[config.mk]
export PLATFORM = sky130hd
export DESIGN_NAME = int_div_multi
export DESIGN_NICKNAME = d
export VERILOG_FILES = /design/src/rtl/int_div_multi.sv
export SDC_FILE = /design/constraint.sdc
export NUM_CORES = 1
export LEC_CHECK = 0
export ABC_AREA = 1
export BUFFER_PORTS_ARGS = -buffer_cell sky130_fd_sc_hd__buf_2
export CAP_MARGIN = 30
export CORE_ASPECT_RATIO = 0.8
export CORE_UTILIZATION = 33
export CTS_CLUSTER_DIAMETER = 200
export DETAILED_ROUTE_END_ITERATION = 8
export PLACE_DENSITY = 0.57
export REMOVE_ABC_BUFFERS = 1
export SYNTH_ARGS = -nofsm -noshare
export SYNTH_HDL_FRONTEND = slang
export SYNTH_SLANG_ARGS = --single-unit
export TNS_END_PERCENT = 1
[constraint.sdc]
create_clock -name clock -period 4.9 [get_ports clock]
set_input_delay 0.49 -clock clock [delete_from_list [all_inputs] [get_ports clock]]
set_output_delay 0.49 -clock clock [all_outputs]
set_load 0.05 [all_outputs]
[src/rtl/int_div_multi.sv]
// Multi-channel runtime-programmable integer clock divider.
// Divisor changes and enable changes only take effect at period boundaries.
module int_div_multi #(
    parameter int CH      = 4,
    parameter int W       = 32,
    parameter int DEF_DIV = 48000000
) (
    input  logic            clock,
    input  logic            rst_n,
    input  logic [CH-1:0]   en,
    input  logic [CH*W-1:0] div_in,
    input  logic [CH-1:0]   div_load,
    output logic [CH-1:0]   clk_out,
    output logic [CH-1:0]   tick,
    output logic [CH-1:0]   active
);

    localparam logic [W-1:0] DEF_VAL = W'(DEF_DIV);
    localparam logic [W-1:0] ONE     = W'(1);

    for (genvar k = 0; k < CH; k++) begin : g_ch
        logic [W-1:0] s_q, d_q, c_q;
        logic         p_q, n_q, t_q, r_q;
        logic [W-1:0] s_eff, d_nxt, c_nxt, h_nxt;
        logic         r_nxt, boundary;

        // NOTE: every always_comb output gets a default first so no path infers a latch.
        always_comb begin
            s_eff    = div_load[k] ? div_in[k*W +: W] : s_q;
            boundary = !r_q || (c_q == d_q - ONE);
            d_nxt    = d_q;
            c_nxt    = c_q + ONE;
            r_nxt    = r_q;
            if (boundary) begin
                // A load in the boundary cycle writes straight through to the next period.
                d_nxt = s_eff;
                c_nxt = '0;
                r_nxt = en[k] && (s_eff != '0);
            end
            h_nxt = d_nxt >> 1;
        end

        // NOTE: sequential state uses non-blocking assignments so all registers update together.
        always_ff @(posedge clock) begin
            if (!rst_n) begin
                s_q <= DEF_VAL;
                d_q <= DEF_VAL;
                c_q <= '0;
                p_q <= 1'b0;
                t_q <= 1'b0;
                r_q <= 1'b0;
            end else begin
                if (div_load[k]) s_q <= div_in[k*W +: W];
                d_q <= d_nxt;
                c_q <= c_nxt;
                r_q <= r_nxt;
                // P and T are precomputed from the next count so they align with C.
                p_q <= r_nxt && (c_nxt >= h_nxt);
                t_q <= r_nxt && (c_nxt == h_nxt);
            end
        end

        // Half-cycle delayed copy of P; ANDing it with P trims odd periods to 50% duty.
        always_ff @(negedge clock) begin
            if (!rst_n) n_q <= 1'b0;
            else        n_q <= p_q;
        end

        assign clk_out[k] = !r_q        ? 1'b0 :
                            (d_q == ONE) ? clock :
                            d_q[0]       ? (p_q & n_q) : p_q;
        assign tick[k]    = t_q;
        assign active[k]  = r_q;
    end

endmodule
==> impl_results.md <==
- Met3 wire length: 4688 um
- Worst slew margin: 41.01%
- Area growth syn-to-layout: 14.38%
- Met1 wire length: 39910 um
- DRT Pass-1 Iters: 7
- Die area: 77000 um^2
- Final Skew: 75.43 ps
- Max Cap Violations: 0
- Vias in the first global route: 21646
- Critical hold path startpoint: div_in[121]
- First-pass GRT wire length: 121100 um
- Tightest Pin Transition: 884.9 ps
- Clock power share: 45.6%
- Share of cells above drive strength 1: 11.38%
- Comb pwr share: 14.8%
- Run status: complete, no violations
- Worst path cell trace: o21ai_0, a211oi_2, buf_4
- Critical Path Source Type: flip-flop
- Most used DFF post-synth: dfxtp_1
- Area fraction of the dominant cell type after synthesis: 31.98%
- Setup TNS: 0 ps
- # setup viols final: 0
- Setup Fix Bufs, Post-CTS: 0
- FF-to-FF End: g_ch[1].p_q
- P_int: 6377 uW
- HPWL after DPL: 59530 um
- CP endpoint kind: output pin
- Seq cells post-synth: 400
- Highest metal used: met5
- Setup CP Type: flip-flop to output pin
- Slew Viols, Final: 0
- Hold Path End: g_ch[3].s_q[25]
- Top cells by area, synth: dfxtp_1 32%, nand2_1 12%, nor2_1 9.5%
- DRC viols: 0
- RD Place Congestion: 0.9363
- IO Pins: 150
- Die Y: 248.4 um
- Routed len/inst: 16.07 um
- Buffers on Ports: 149
- Peak VDD IR: 207.5 uV
- Met2 routed WL: 30150 um
- Syn. warnings: 0
- Ys async rst share: 0%
- Post-Syn Area: 25040 um^2
- Synth cell count leaders: 799 x nand2_1, 631 x nor2_1, 400 x dfxtp_1
- Total GRT Usage: 19.80%
- Initial antenna violation count: 7
- Initial DRC count: 1654
- Synth area leader: dfxtp_1
- CP Max Fanout: 1
- Largest net degree at the start of global routing: 125
- Syn avg cell area: 7.009 um^2
- Clock latency on the worst-skew pair: 760 ps
- Synth cell types: 58
- WP data required: 4410 ps
- NumNets Final: 3969
- Reg2reg path depth: 23
- Hold crit path type: primary input to flip-flop
- Psw: 2598 uW
- Final wirelength: 76110 um
- Net Sw Frac: 28.95%
- GRT overflow: 0
- Die W: 310.0 um
- Inserted Diodes: 0
- Final hold vios: 0
- Initial Utilization: 33.66%
- EDFF count, synth: 0
- Core ar.: 74390 um^2
- TritonCTS clock tree: done
- WHS Path Cells: 3
- Via count: 23098
- Pwr/cell area: 313.3 nW/um^2
- Final ANT Viol Nets: 0
- Seq pwr share: 39.7%
- Via density per instance: 4.878
- Clock-pin slew on the worst setup and hold paths: 60 ps
- FF-to-FF setup slack: 490 ps
- Reg2reg start: g_ch[1].d_q[0]
- RSZ-0062 raised after global routing: no
- Part of the Yosys area used for sequential elements: 31.98%
- Syn Inst Count: 3573
- Count leader, synth: nand2_1
- Max incr delay on CP: 370 ps
- Final core occ: 38.51%
- P_leak: 0.01246 uW
- Worst path arrival time: 4300 ps
- Rows: 89
- Slowest CP cell: a211oi_2
-- stage by stage --
stage          total power, uW  std cells  area, um^2  setup WS (ps)  hold slack, ps
2_1_floorplan             4493       3450       24370         -458.9           449.6
3_3_place_gp              4949       4637       26750          345.2           472.7
3_5_place_dp              4958       4637       26750          257.6           479.7
4_1_cts                   9097       4735       28600         0.7643           3.225
5_1_grt                   9420       4735       28640          7.315           40.32
6_report                  8974       4735       28640          113.4           41.45
-- worst max path at each step --
stage                              start              end  slack, ps
after floorplan                    rst_n  g_ch[0].c_q[14]       -460
after global placement    g_ch[1].d_q[0]      g_ch[1].p_q        350
after detailed placement  g_ch[1].d_q[0]      g_ch[1].p_q        260
after CTS                    g_ch[2].n_q       clk_out[2]        0.8
after global routing         g_ch[2].n_q       clk_out[2]          7
final                        g_ch[2].n_q       clk_out[2]        110
-- state kept, by name (all words and copies together), names as in the netlist --
register,flops
g_ch.c_q,128
g_ch.d_q,128
g_ch.s_q,128
g_ch.n_q,4
g_ch.p_q,4
g_ch.r_q,4
g_ch.t_q,4
-- power by group through the flow --
stage | logic, uW | clock network, uW | registers [uW]
2_1_floorplan | 900 | 8.28 | 3590
3_3_place_gp | 1310 | 8.27 | 3630
3_5_place_dp | 1320 | 8.27 | 3630
4_1_cts | 1330 | 4210 | 3560
5_1_grt | 1500 | 4340 | 3580
6_report | 1330 | 4090 | 3560
-- timing repair --
item / in CTS / in global routing
hold endpoints to repair: 1 / 0
hold buffers: 1 / 0
resized for setup: 5 / 7
setup endpoints to repair: 3 / 4
-- cells in the final DEF (no fill, tap or decap), types with 30 or more instances in the layout --
cell type  Yosys  routed
inv_1        304     308
nor2_1       631     630
o21ai_0       78      76
ha_1         136     136
nor4_1        58      58
a21oi_1       56      56
dfxtp_1      400     400
xor2_1       149     149
o21ai_2       48      49
clkbuf_16      0      55
o21ai_1       55      56
buf_4         33      32
mux2i_1       91      91
buf_2         19     147
nor2_2        29      30
xnor2_1       71      71
nand2_1      799     799
nor3_1       167     166
nand4_1       92      92
nand3_1      120     120
-- kinds of logic after synthesis --
family          synth area share [%]
buf+inv                        7.400
compound gates                 7.565
fa+ha+maj                      6.795
simple gates                   34.29
xor+xnor                       8.334
flops                          31.98
mux                            3.637
-- layer usage --
metal	global-route usage, %	vias to the layer above
li1	-	11938
met1	30.41	10527
met2	28.14	534
met3	3.437	93
met4	4.506	6
met5	0	-
-- worst max-delay path, delay by kind of cell, from the launching register on --
family	cells	cell delay, ps
AO/OA/AOI/OAI	2	510
flip-flops	1	310
buffers and inverters	1	270
-- final cells by class --
type / instances / area, um^2
fillers: 7941 / 45740
multi-input cells: 2734 / 15230
flip-flops and latches: 400 / 8008
clock buffers: 74 / 1545
well taps: 1001 / 1252
inverters: 315 / 1190
repair buffers: 183 / 1104
clock inverters: 28 / 310.3
(Power assumes the default switching activity.)
